===== config.mk =====
export PLATFORM = sky130hd
export DESIGN_NAME = trv32i_fetch_buffer
export DESIGN_NICKNAME = d
export VERILOG_FILES = /design/src/rtl/trv32i_fetch_buffer.sv
export SDC_FILE = /design/constraint.sdc
export NUM_CORES = 1
export LEC_CHECK = 0
export ABC_CLOCK_PERIOD_IN_PS = 2800
export BUFFER_PORTS_ARGS = -buffer_cell sky130_fd_sc_hd__clkbuf_2
export CAP_MARGIN = 20
export CORE_MARGIN = 5
export CORE_UTILIZATION = 25
export DETAILED_ROUTE_END_ITERATION = 6
export SYNTH_ARGS = -nofsm -noshare
export SYNTH_HDL_FRONTEND = slang
export SYNTH_SLANG_ARGS = --single-unit

===== constraint.sdc =====
create_clock -name clk -period 2.8 [get_ports clk]
set_input_delay 0.14 -clock clk [delete_from_list [all_inputs] [get_ports clk]]
set_output_delay 0.14 -clock clk [all_outputs]
set_load 0.05 [all_outputs]

===== src/rtl/trv32i_fetch_buffer.sv =====
// rtl/trv32i_fetch_buffer.sv - TRV32I instruction fetch stage with prefetch FIFO and redirect flush
// Optional feature: define TRV32I_FETCH_BYPASS_EN to forward a response straight to the outputs when the FIFO is empty.
module trv32i_fetch_buffer #(
    parameter int                 B_WIDTH  = 32,
    parameter int                 DEPTH    = 4,
    parameter logic [B_WIDTH-1:0] RESET_PC = 32'h0000_0000
) (
    input  logic               clk,
    input  logic               rst,
    output logic               imem_req,
    output logic [B_WIDTH-1:0] imem_addr,
    input  logic               imem_gnt,
    input  logic               imem_rvalid,
    input  logic [31:0]        imem_rdata,
    input  logic               redirect,
    input  logic [B_WIDTH-1:0] redirect_pc,
    output logic               inst_valid,
    output logic [31:0]        inst,
    output logic [B_WIDTH-1:0] pc,
    input  logic               inst_ready
);

    localparam int PW = (DEPTH > 1) ? $clog2(DEPTH) : 1;
    localparam int CW = PW + 1;
    localparam logic [CW:0]        DEPTH_W = DEPTH[CW:0];
    localparam logic [B_WIDTH-1:0] PC_STEP = 4;
    localparam logic [B_WIDTH-1:0] PC_MASK = ~B_WIDTH'(3);

    logic [B_WIDTH-1:0] fetch_pc;
    logic [B_WIDTH-1:0] resp_pc;
    logic [CW-1:0]      outstanding;
    logic [CW-1:0]      discard;
    logic [CW-1:0]      count;
    logic [PW-1:0]      wr_ptr;
    logic [PW-1:0]      rd_ptr;
    logic [31:0]        inst_mem [DEPTH];
    logic [B_WIDTH-1:0] pc_mem   [DEPTH];

    logic [CW:0]        credit_used;
    logic [B_WIDTH-1:0] target_pc;
    logic               grant;
    logic               rsp_keep;
    logic               fifo_empty;
    logic               bypass_hit;
    logic               push;
    logic               pop;

    // Credit accounting, response classification and FIFO push/pop decisions
    always_comb begin
        credit_used = {1'b0, count} + {1'b0, outstanding};
        target_pc   = redirect_pc & PC_MASK;
        imem_req    = rst && !redirect && (credit_used < DEPTH_W);
        imem_addr   = fetch_pc;
        grant       = imem_req && imem_gnt;
        // A response is kept only when no stale words remain and we are not flushing
        rsp_keep    = imem_rvalid && (discard == '0) && !redirect;
        fifo_empty  = (count == '0);
`ifdef TRV32I_FETCH_BYPASS_EN
        bypass_hit  = rst && fifo_empty && rsp_keep;
`else
        bypass_hit  = 1'b0;
`endif
        // A bypassed word taken by the core the same cycle never enters the FIFO
        push        = rsp_keep && !(bypass_hit && inst_ready);
        pop         = !fifo_empty && inst_ready && !redirect;
    end

    // Head-of-queue presentation; outputs read as zero when nothing is valid
    always_comb begin
        inst_valid = 1'b0;
        inst       = '0;
        pc         = '0;
        if (!fifo_empty) begin
            inst_valid = 1'b1;
            inst       = inst_mem[rd_ptr];
            pc         = pc_mem[rd_ptr];
        end else if (bypass_hit) begin
            inst_valid = 1'b1;
            inst       = imem_rdata;
            pc         = resp_pc;
        end
    end

    // Fetch/response PCs, in-flight counters and FIFO pointers
    always_ff @(posedge clk or negedge rst) begin
        if (!rst) begin
            fetch_pc    <= RESET_PC;
            resp_pc     <= RESET_PC;
            outstanding <= '0;
            discard     <= '0;
            count       <= '0;
            wr_ptr      <= '0;
            rd_ptr      <= '0;
        end else if (redirect) begin
            // Everything still in flight is stale, including a word landing right now
            fetch_pc    <= target_pc;
            resp_pc     <= target_pc;
            outstanding <= outstanding - CW'(imem_rvalid);
            discard     <= outstanding - CW'(imem_rvalid);
            count       <= '0;
            wr_ptr      <= '0;
            rd_ptr      <= '0;
        end else begin
            if (grant) begin
                fetch_pc <= fetch_pc + PC_STEP;
            end
            outstanding <= outstanding + CW'(grant) - CW'(imem_rvalid);
            if (imem_rvalid && (discard != '0)) begin
                discard <= discard - 1'b1;
            end
            if (rsp_keep) begin
                resp_pc <= resp_pc + PC_STEP;
            end
            if (push) begin
                wr_ptr <= wr_ptr + 1'b1;
            end
            if (pop) begin
                rd_ptr <= rd_ptr + 1'b1;
            end
            count <= count + CW'(push) - CW'(pop);
        end
    end

    // FIFO storage holding {pc, inst} pairs
    always_ff @(posedge clk or negedge rst) begin
        if (!rst) begin
            for (int i = 0; i < DEPTH; i++) begin
                inst_mem[i] <= '0;
                pc_mem[i]   <= '0;
            end
        end else if (push) begin
            inst_mem[wr_ptr] <= imem_rdata;
            pc_mem[wr_ptr]   <= resp_pc;
        end
    end

endmodule


Word level (Yosys, flattened, before mapping). Index checks and enable logic that the tools add are counted.

Memories kept: 0. Output and inout bits: 98. ROM bits: 0. Bits in registers: 333. Memory bits (writable): 0. Latch bits: 0. Bits of input ports: 70.

Muxes and demuxes: 25. Eq/ne operators: 0. Divide/modulo/power cells: 0. Reductions and logical operators: 18. Magnitude comparators: 4. Bitwise gates (word level): 2. Shift operators: 0. Add/subtract/negate cells: 11. Multipliers: 0.

Operators by type and width (number): $mux W32 (11); $bwmux W128 (2); $bmux W32 S2 (2); $add A32 B3 Y32 const B (2); $demux W32 S2 (1); $mux W3 (4); $logic_and A1 B1 Y1 (9); $sub A3 B1 Y3 (3); $mux W2 (4); $reduce_bool A2 Y1 (4); $add A3 B1 Y3 (2); $ge A3 B3 Y1 const B (2); $logic_not A3 Y1 (2); $not A2 Y3 (2); $add A2 B1 Y2 const B (2); $add A3 B3 Y4 (1); $lt A4 B3 Y1 const B (1); $lt A3 B1 Y1 const B (1); $reduce_bool A3 Y1 (1); $sub A3 B1 Y3 const B (1); $logic_not A1 Y1 (2); $mux W1 (1).

Logic depth before layout (Yosys ltp). Gate-level depths: netlist of run 1.

Word-level depth: 7. Gate-level depth with buffers: 13. Mapped depth without buffers: 12.

Worst setup path after synthesis of run 1. Ideal clock, no wire load.

Kind: register to register. From: register outstanding[2]. To: register outstanding[2]. Period minus slack after synthesis: 2965 ps. Cell stages (with the launch flop): 14. Setup slack: -165 ps. Setup time: 79 ps. Buffers on the path: 2. Data arrival time: 2886 ps. Path through: dfrtp_1 > ha_1 > nor4b_1 > and4_1 > clkbuf_1 > inv_1 > clkbuf_1 > ha_1 > inv_1 > ha_1 > fa_1 > xor2_1 > o21ai_0 > xor2_1.

Word-level cells in the longest chain between the ends: 7.

RTL lines: from (decl) (RTL line 31) `logic [CW-1:0] outstanding;`; from (signal assigned) (RTL line 98) `outstanding <= outstanding - CW'(imem_rvalid);`; from (signal assigned) (RTL line 107) `outstanding <= outstanding + CW'(grant) - CW'(imem_rvalid);`; $add A3 B3 Y4 (RTL line 50) `credit_used = {1'b0, count} + {1'b0, outstanding};`; $lt A4 B3 Y1 (RTL line 52) `imem_req = rst && !redirect && (credit_used < DEPTH_W);`; $logic_and A1 B1 Y1 (RTL line 52); $logic_and A1 B1 Y1 (RTL line 54) `grant = imem_req && imem_gnt;`; $add A3 B1 Y3 (RTL line 107); $sub A3 B1 Y3 (RTL line 107); $mux W3 (*) (RTL line 94) `end else if (redirect) begin`.

Every way passes the cells marked *; elsewhere a longest branch is shown, timed or not. A chain may end at the register's enable or synchronous reset.

Worst setup path in the final report of run 1. Same ends and word-level chain as after synthesis.

==> results.sh, run 1 <==
export IMPL_finClkSkew_ns=0.01585
export IMPL_grt_max_degree=152
export IMPL_n_antenna_cell=0
export IMPL_syn_area_um2=15360
export IMPL_hpwl_um=26250
export IMPL_crit_end="outstanding[2]"
export IMPL_tightestPinTransition_ns=0.8575
export IMPL_endpoint_kind="flip-flop"
export IMPL_cp_required_ns=3.27
export IMPL_maxCapViolCount=0
export IMPL_intPower_mw=10.90
export IMPL_cts_clk_slew_worst_paths_ns=0.06
export IMPL_ys_types=60
export IMPL_overflow=0
export IMPL_rsz0062_at_grt="false"
export IMPL_fin_crit_sh=0.9419
export IMPL_status="finished, final reports clean"
export IMPL_drtIter0Drc=558
export IMPL_core_um2=60580
export IMPL_setup_viol=0
export IMPL_worstRegToRegCells=11
export IMPL_pwr_share_comb=0.330
export IMPL_arrival_ns=3.11
export IMPL_port_buffers=161
export IMPL_place_ws_ns=0.08445
export IMPL_startpoint="outstanding[2]"
export IMPL_cts_sinks=321
export IMPL_switchingPower_mw=5.876
export IMPL_synth_avg_cell_area_um2=13.46
export IMPL_crit_type="flip-flop to flip-flop"
export IMPL_clk_path_buf_depth=3
export IMPL_fin_tns_setup_ns=0
export IMPL_final_nets=1453
export IMPL_power_mw=16.78
export IMPL_insertion_delay_ns=0.54
export IMPL_row_count=90
export IMPL_ant_nets=0
export IMPL_drc=0
export IMPL_slew_viol_final=0
export IMPL_clock_power_share=0.304
export IMPL_pwr_density_cell_nw_per_um2=877.2
export IMPL_rrSetupSlack_ns=0.16
export IMPL_grt_use_total=0.1182
export IMPL_gp_congestion=0.8000
export IMPL_drt_wirelength_per_cell_um=18.25
export IMPL_final_hold_violation_count=0
export IMPL_vias=10180
export IMPL_syn_inst=1141
export IMPL_seq_power_share=0.366
export IMPL_ioPinCount=168
export IMPL_drt_first_pass_iters=4
export IMPL_dieWidth_um=257.9
export IMPL_dieHeight_um=257.9
export IMPL_synth_ff_latch_count=321
export IMPL_cts_inserted_buffers=38
export IMPL_yosys_warnings=0
export IMPL_synth_top_area_cell="dfrtp_1"
export IMPL_antenna_found_initial=1
export IMPL_fin_util=0.3158
export IMPL_synth_edff_count=0
export IMPL_cts_tree="yes"
export IMPL_power_leakage_nw=8.907
export IMPL_vdd_ir_drop_max_mv=0.5827
export IMPL_die_area_um2=66500
export IMPL_setup_ws_ns=0.1626
export IMPL_timing_fmax_mhz=379.2
export IMPL_viasPerCell=4.679
export IMPL_synth_area_top_cells="dfrtp_1 52%, mux2_2 18%, mux4_2 9.1%"
export IMPL_switching_share=0.3502
export IMPL_cp_max_fo=3
export IMPL_synth_top_area_frac=0.5229
export IMPL_ctsHtreeMaxLevel=2
export IMPL_start_util=0.2536
export IMPL_timing_rr_start="outstanding[2]"
export IMPL_start_kind="flip-flop"
export IMPL_area_growth_pct=24.53
export IMPL_drive_gt1_frac=0.4218
export IMPL_ys_async_sr_fraction=1.000
export IMPL_synth_main_ff_cell="dfrtp_1"
export IMPL_root_buffer="clkbuf_16"
export IMPL_grt_first_pass_wirelength_um=62980
export IMPL_hold_depth=4
export IMPL_grt_pass1_vias=10840
export IMPL_yosysSeqAreaShare=0.5229
export IMPL_min_path_type="input pin to flip-flop"
export IMPL_wirelength_um=39710
export IMPL_reg2reg_to="outstanding[2]"
export IMPL_fin_crit_ns=2.637
export IMPL_max_slew_margin=0.4283
[worst min-delay path by stage]
stage | from | end | slack (ns)
2_1_floorplan | rst | count[0] | -0.16
3_3_place_gp | rst | inst_mem[54] | 0.34
3_5_place_dp | rst | inst_mem[91] | 0.35
4_1_cts | redirect_pc[17] | resp_pc[17] | 0.002
5_1_grt | redirect_pc[17] | resp_pc[17] | 0.04
6_report | inst_ready | rd_ptr[1] | 0.02
[layout make-up]
| type | count | area (um2) |
|---|---|---|
| inverters | 18 | 67.56 |
| multi-input cells | 731 | 6953 |
| fillers | 6082 | 41450 |
| clock buffers | 54 | 1122 |
| repair buffers | 255 | 1802 |
| clock inverters | 15 | 168.9 |
| well taps | 782 | 978.4 |
| flip-flops and latches | 321 | 8038 |
[synth_stat cells, types with 17 or more instances]
cell type  number
dfrtp_1       321
xnor2_1        21
buf_2          31
nor2_1         26
and2_1         67
nand3_1        34
mux2_2        247
xor2_1         25
clkbuf_1       30
mux4_2         62
inv_1          17
o21ai_0        40
nand2_1        59
[state kept, by name, summed over array words and instances (netlist names)]
register,count
pc_mem,120
count,3
resp_pc,30
rd_ptr,2
discard,3
outstanding,3
inst_mem,128
imem_addr,30
wr_ptr,2
[per-stage QoR]
step	std cells	hold WS, ns	instance area (um2)
5_1_grt	2176	0.03985	19130
6_report	2176	0.02008	19130
4_1_cts	2173	0.001554	19100
3_5_place_dp	2042	0.3477	17190
2_1_floorplan	1144	-0.1556	15380
3_3_place_gp	2042	0.3353	17190
[critical path: stages (launching register included)]
cell and delay, ns:
dfrtp_1 0.41, ha_1 0.34, nor4b_2 0.23, and4_1 0.25
inv_2 0.05, ha_1 0.27, inv_1 0.04, ha_1 0.18
fa_1 0.38, xor2_1 0.15, o21ai_1 0.14, xor2_1 0.15
[cells by family (layout without fill, tap and decap cells)]
group	count (synthesis)	count (layout)	share of synthesized area
DFF	321	321	0.5229
muxes	313	313	0.2746
and+or+nand+nor	268	268	0.1009
buffers and inverters	92	342	0.02696
AOI/OAI and AO/OA	82	82	0.03250
xor gates and xnor gates	46	46	0.02623
adders and majority gates	18	18	0.01564
other	1	4	0.0002441
[repair_timing]
item	4_1_cts	5_1_grt
endpoints found under the setup margin	0	1
setup buffers	0	3
resized for setup	0	1
hold buffers	62	0
endpoints found under the hold margin	228	0
[metal layers]
| layer | wire, um | vias to the layer above | track usage |
|---|---|---|---|
| met5 | 0 | - | 0 |
| met4 | 665 | 0 | 0.02714 |
| met3 | 2597 | 51 | 0.02765 |
| met2 | 17870 | 306 | 0.1844 |
| met1 | 18580 | 5247 | 0.1681 |
| li1 | - | 4577 | - |
[power by group through the flow]
stage	logic (mW)	registers (mW)	clock network [mW]
global route	6.01	6.25	5.47
CTS	5.65	6.14	5.28
detailed placement	5.57	6.22	0
floorplan	4.04	6.16	0
global placement	5.49	6.14	0
finish	5.54	6.14	5.10
[cell usage in the layout (no fill, tap or decap), drive strengths merged, types with 2 or more instances in the layout]
cell type,netlist,final
conb,1,4
a21oi,10,10
nand2,63,63
clkbuf,35,214
or4b,2,2
a21boi,8,8
clkinvlp,0,3
nor4,5,5
o31a,2,2
bufinv,0,3
dlygate4sd3,0,62
o21ai,41,41
nand4,16,16
mux2,247,247
clkinv,0,6
and2,68,68
nor4b,2,2
and3,12,12
o211ai,10,10
xor2,25,25
inv,18,21
mux4,62,62
or4,3,3
fa,2,2
ha,16,16
nor2,26,26
mux2i,4,4
nor2b,2,2
or3,2,2
buf,39,33
nand3b,3,3
and4,9,9
nand3,35,35
nand2b,5,5
o311ai,5,5
nor3,12,12
xnor2,21,21
dfrtp,321,321
Power figures use the tool's default switching activity.
==> run 2, diff against run 1 <==
PLACE_DENSITY_LB_ADDON = 0.08   (was default)
==> run 2 against run 1 <==
Core utilization rose by 0.36 points. Critical path depth fell by 7. First-iteration DRC count fell by 39%. Via count fell by 2.2%. Final area rose by 1.1%. Routed wire length rose by 12%. Global-route usage rose by 1.7 points. Flip-flop and latch count did not move. Sequential power barely moved. Total power rose by 2.4%. Highest routed layer unchanged.
==> results.sh, run 2 (synthesized netlist as in run 1, its figures left out) <==
export IMPL_layout_common_cells="319 x dfrtp_1, 247 x mux2_2, 159 x clkbuf_2"
export IMPL_cp_required_ns=2.66
export IMPL_row_count=90
export IMPL_gp_congestion=0.7449
export IMPL_min_path_type="input pin to flip-flop"
export IMPL_die_area_um2=66500
export IMPL_arrival_ns=2.54
export IMPL_largest_register_ffs=128
export IMPL_crit_type="flip-flop to output pin"
export IMPL_reg_top3="inst_mem (128), pc_mem (120)"
export IMPL_placed_cell_area_um2=17240
export IMPL_worstRegToRegCells=11
export IMPL_fin_tns_setup_ns=0
export IMPL_dp_cells=2043
export IMPL_rrSetupSlack_ns=0.18
export IMPL_hold_end="discard[0]"
export IMPL_grt_use_total=0.1349
export IMPL_grt_max_degree=141
export IMPL_maxCapViolCount=0
export IMPL_drt_first_pass_iters=6
export IMPL_area_growth_pct=25.94
export IMPL_port_buffers=161
export IMPL_cts_clk_slew_worst_paths_ns=0.06
export IMPL_cp_max_fo=4
export IMPL_dieWidth_um=257.9
export IMPL_overflow=0
export IMPL_timing_fmax_mhz=373.8
export IMPL_core_um2=60580
export IMPL_grt_pass1_vias=11190
export IMPL_clk_path_buf_depth=3
export IMPL_vdd_ir_drop_max_mv=0.3329
export IMPL_start_kind="flip-flop"
export IMPL_hpwl_um=28200
export IMPL_largest_register="inst_mem"
export IMPL_endpoint_kind="output pin"
export IMPL_drtIter0Drc=340
export IMPL_hold_depth=3
export IMPL_pwr_density_cell_nw_per_um2=887.9
export IMPL_finClkSkew_ns=0.01668
export IMPL_final_nets=1459
export IMPL_final_cells=2187
export IMPL_max_slew_margin=0.4633
export IMPL_fin_crit_sh=0.9555
export IMPL_status="finished, final reports clean"
export IMPL_final_common_cell="dfrtp_1"
export IMPL_drc=0
export IMPL_setup_viol=0
export IMPL_place_ws_ns=0.08181
export IMPL_design_area_um2=19350
export IMPL_wirelength_um=44320
export IMPL_reg2reg_to="outstanding[2]"
export IMPL_tightestPinTransition_ns=0.8050
export IMPL_timing_rr_start="outstanding[2]"
export IMPL_viasPerCell=4.555
export IMPL_drive_gt1_frac=0.4241
export IMPL_insertion_delay_ns=0.56
export IMPL_fin_crit_ns=2.675
export IMPL_power_mw=17.18
export IMPL_cts_inserted_buffers=42
export IMPL_ctsHtreeMaxLevel=2
export IMPL_rsz0062_at_grt="false"
export IMPL_slew_viol_final=0
export IMPL_root_buffer="clkbuf_16"
export IMPL_cts_sinks=321
export IMPL_setup_ws_ns=0.1246
export IMPL_vias=9962
export IMPL_hp_start="imem_rvalid"
export IMPL_power_leakage_nw=9.005
export IMPL_drt_wirelength_per_cell_um=20.26
export IMPL_dieHeight_um=257.9
export IMPL_antenna_found_initial=0
export IMPL_ant_nets=0
export IMPL_grt_first_pass_wirelength_um=70190
export IMPL_start_util=0.2536
export IMPL_cts_tree="yes"
export IMPL_final_hold_violation_count=0
export IMPL_ioPinCount=168
run 2: changes by cell type in the layout (fill, tap and decap cells not counted), moves of 2 or more:
cell,previous run,this run
buf_12,10,13
buf_4,22,20
bufinv_16,3,1
clkbuf_1,6,8
clkbuf_16,39,43
clkbuf_8,9,15
clkinvlp_4,3,0
diode_2,0,2
run 2: area by class of cell:
| cell class | count | area, um2 |
|---|---|---|
| Sequential cell | 321 | 8040 |
| Multi-Input combinational cell | 731 | 6965 |
| Tap cell | 782 | 978.4 |
| Inverter | 18 | 67.56 |
| Clock inverter | 10 | 97.59 |
| Fill cell | 6086 | 41240 |
| Timing Repair Buffer | 257 | 1879 |
| Antenna cell | 2 | 5.005 |
| Clock buffer | 66 | 1313 |
run 2: critical path, stage by stage (launching register included):
cell,delay [ns]
dfrtp_1,0.44
ha_1,0.23
or4b_4,0.56
nor3_1,0.53
buf_12,0.21
run 2: worst max-delay path by stage:
stage	start	to	slack, ns	depth (start not counted)
2_1_floorplan	outstanding[2]	outstanding[2]	0.02	13
3_3_place_gp	outstanding[2]	outstanding[2]	0.08	11
3_5_place_dp	outstanding[2]	outstanding[2]	0.08	11
4_1_cts	outstanding[2]	imem_req	0.0004	4
5_1_grt	outstanding[2]	outstanding[2]	0.02	11
6_report	count[1]	imem_req	0.12	4
run 2: layer usage:
metal	track usage	vias up	wire, um
li1	-	4594	-
met1	0.1871	5141	21020
met2	0.2179	168	20600
met3	0.02648	59	1802
met4	0.03471	0	899
met5	0	-	0
run 2: what timing repair did:
item                       in CTS  in global routing
hold buffers                   63                  0
buffers inserted                0                  2
setup endpoints to repair       0                  1
hold endpoints to repair      439                  0
resized for setup               0                  2
run 2: through the flow:
step / hold WS, ns / utilization
3_3_place_gp: 0.3700 / 0.2846
3_5_place_dp: 0.3689 / 0.2846
6_report: 0.04996 / 0.3193
4_1_cts: 0.005671 / 0.3182
5_1_grt: 0.03887 / 0.3192
2_1_floorplan: -0.1556 / -
run 2: report_power, final:
part           leakage (nW)  total, mW  switching (mW)  internal, mW
combinational          4.08       5.58            3.26          2.31
sequential             4.23       6.15           0.609          5.54
clock                 0.704       5.45            2.14          3.31
==> run 3, diff against run 2 <==
CORE_UTILIZATION = 30   (was 25)
==> run 3 against run 2 <==
Critical path depth unchanged. Die area fell by 16%. Sequential power is essentially flat. Sequential share of layout area is 0.35 points higher. Clock power about the same. Critical endpoint unchanged. Largest cell class unchanged.
==> results.sh, run 3 (synthesized netlist as in run 1, its figures left out) <==
export IMPL_fin_tns_setup_ns=0
export IMPL_dieWidth_um=236.3
export IMPL_reg_top3="inst_mem (128), pc_mem (120)"
export IMPL_viasPerCell=4.810
export IMPL_core_um2=50990
export IMPL_drive_gt1_frac=0.4233
export IMPL_rrSetupSlack_ns=0.18
export IMPL_drc=0
export IMPL_n_antenna_cell=0
export IMPL_largest_register_ffs=128
export IMPL_die_area_um2=55830
export IMPL_cp_required_ns=2.66
export IMPL_cp_top_family="simple AND/OR/NAND/NOR gates"
export IMPL_drt_first_pass_iters=4
export IMPL_gp_congestion=0.7668
export IMPL_crit_type="flip-flop to output pin"
export IMPL_setup_ws_ns=0.1588
export IMPL_final_cells=2081
export IMPL_dieHeight_um=236.3
export IMPL_power_leakage_nw=8.987
export IMPL_ioPinCount=168
export IMPL_fin_crit_sh=0.9433
export IMPL_area_growth_pct=24.89
export IMPL_clk_path_buf_depth=3
export IMPL_dp_cells=1943
export IMPL_grt_max_degree=118
export IMPL_endpoint_kind="output pin"
export IMPL_place_ws_ns=0.1017
export IMPL_cts_clk_slew_worst_paths_ns=0.06
export IMPL_port_buffers=161
export IMPL_cts_sinks=321
export IMPL_insertion_delay_ns=0.55
export IMPL_final_common_cell="dfrtp_1"
export IMPL_final_hold_violation_count=0
export IMPL_hpwl_um=27080
export IMPL_drt_wirelength_per_cell_um=20.12
export IMPL_overflow=0
export IMPL_status="finished, final reports clean"
export IMPL_drtIter0Drc=528
export IMPL_tightestPinTransition_ns=0.8126
export IMPL_cp_max_fo=3
export IMPL_cts_inserted_buffers=42
export IMPL_start_kind="flip-flop"
export IMPL_vias=10010
export IMPL_pwr_density_cell_nw_per_um2=892.7
export IMPL_timing_fmax_mhz=378.6
export IMPL_finClkSkew_ns=0.01327
export IMPL_crit_path_cell_trace="ha_1, or4b_4, nor3_1, buf_12"
export IMPL_wirelength_um=41860
export IMPL_fin_hold_ws_ns=0.03628
export IMPL_start_util=0.3013
export IMPL_largest_register="inst_mem"
export IMPL_min_path_type="input pin to flip-flop"
export IMPL_cp_buffers_inverters=1
export IMPL_fin_crit_ns=2.641
export IMPL_grt_first_pass_wirelength_um=66290
export IMPL_vdd_ir_drop_max_mv=0.5364
export IMPL_layout_common_cells="319 x dfrtp_1, 247 x mux2_2, 159 x clkbuf_2"
export IMPL_maxCapViolCount=0
export IMPL_cts_tree="yes"
export IMPL_max_slew_margin=0.4583
export IMPL_critPathMaxStageDelay_ns=0.53
export IMPL_power_mw=17.13
export IMPL_arrival_ns=2.50
export IMPL_slew_viol_final=0
export IMPL_antenna_found_initial=1
export IMPL_root_buffer="clkbuf_16"
export IMPL_setup_viol=0
export IMPL_ant_nets=0
export IMPL_grt_pass1_vias=10910
export IMPL_cp_slowest_cell="or4b_4"
export IMPL_final_nets=1460
export IMPL_row_count=83
export IMPL_ctsHtreeMaxLevel=2
export IMPL_grt_use_total=0.1503
[run 3: cell types whose count changed in the layout (fill, tap and decap cells not counted), moves of 2 or more]
cell / change
clkbuf_1: +3
bufinv_16: +3
clkbuf_8: -5
buf_4: +4
diode_2: -2
buf_12: -2
clkinv_2: -2
[run 3: per-layer routing]
layer / vias up / global-route usage / share of wire
met4: 2 / 0.03236 / 0.017
li1: 4592 / - / -
met2: 179 / 0.2457 / 0.47
met3: 52 / 0.03110 / 0.041
met5: - / 0 / 0.00029
met1: 5184 / 0.2079 / 0.47
[run 3: path summary, 6_finish.rpt]
check,depth (start not counted),end,from
min in group asynchronous,3,outstanding[1],rst
worst min register to register,2,pc_mem[119],pc_mem[119]
max in group asynchronous,4,rd_ptr[1],rst
worst max-delay path,4,imem_req,count[2]
worst min-delay path,3,resp_pc[18],redirect_pc[18]
worst max register to register,11,outstanding[2],count[2]
[run 3: layout make-up]
cell class | instances | area, um2
fillers | 5023 | 31810
flip-flops and latches | 321 | 8040
multi-input cells | 731 | 6980
repair buffers | 258 | 1842
clock buffers | 64 | 1255
well taps | 680 | 850.8
clock inverters | 9 | 148.9
inverters | 18 | 67.56
[run 3: stage by stage]
step           instance area (um2)  utilization
2_1_floorplan                15380            -
3_3_place_gp                 17100       0.3354
3_5_place_dp                 17100       0.3354
4_1_cts                      19140       0.3753
5_1_grt                      19180       0.3762
6_report                     19180       0.3762
[run 3: report_power, final]
part	internal (mW)	leakage, nW	switching [mW]
clock	3.44	0.691	2.03
sequential	5.54	4.23	0.605
combinational	2.31	4.07	3.21
[run 3: worst reg2reg max path, stage by stage (launching register included)]
cell	delay, ns
dfrtp_1	0.39
ha_1	0.33
nor4b_2	0.28
and4_1	0.25
inv_2	0.06
ha_4	0.25
inv_2	0.04
ha_4	0.15
fa_2	0.35
xor2_1	0.14
o21ai_1	0.15
xor2_1	0.14
[run 3: repair_timing]
item | 4_1_cts | 5_1_grt
buffers inserted | 0 | 2
gates resized for setup | 0 | 6
setup endpoints to repair | 0 | 1
hold buffers | 63 | 0
hold endpoints to repair | 229 | 0
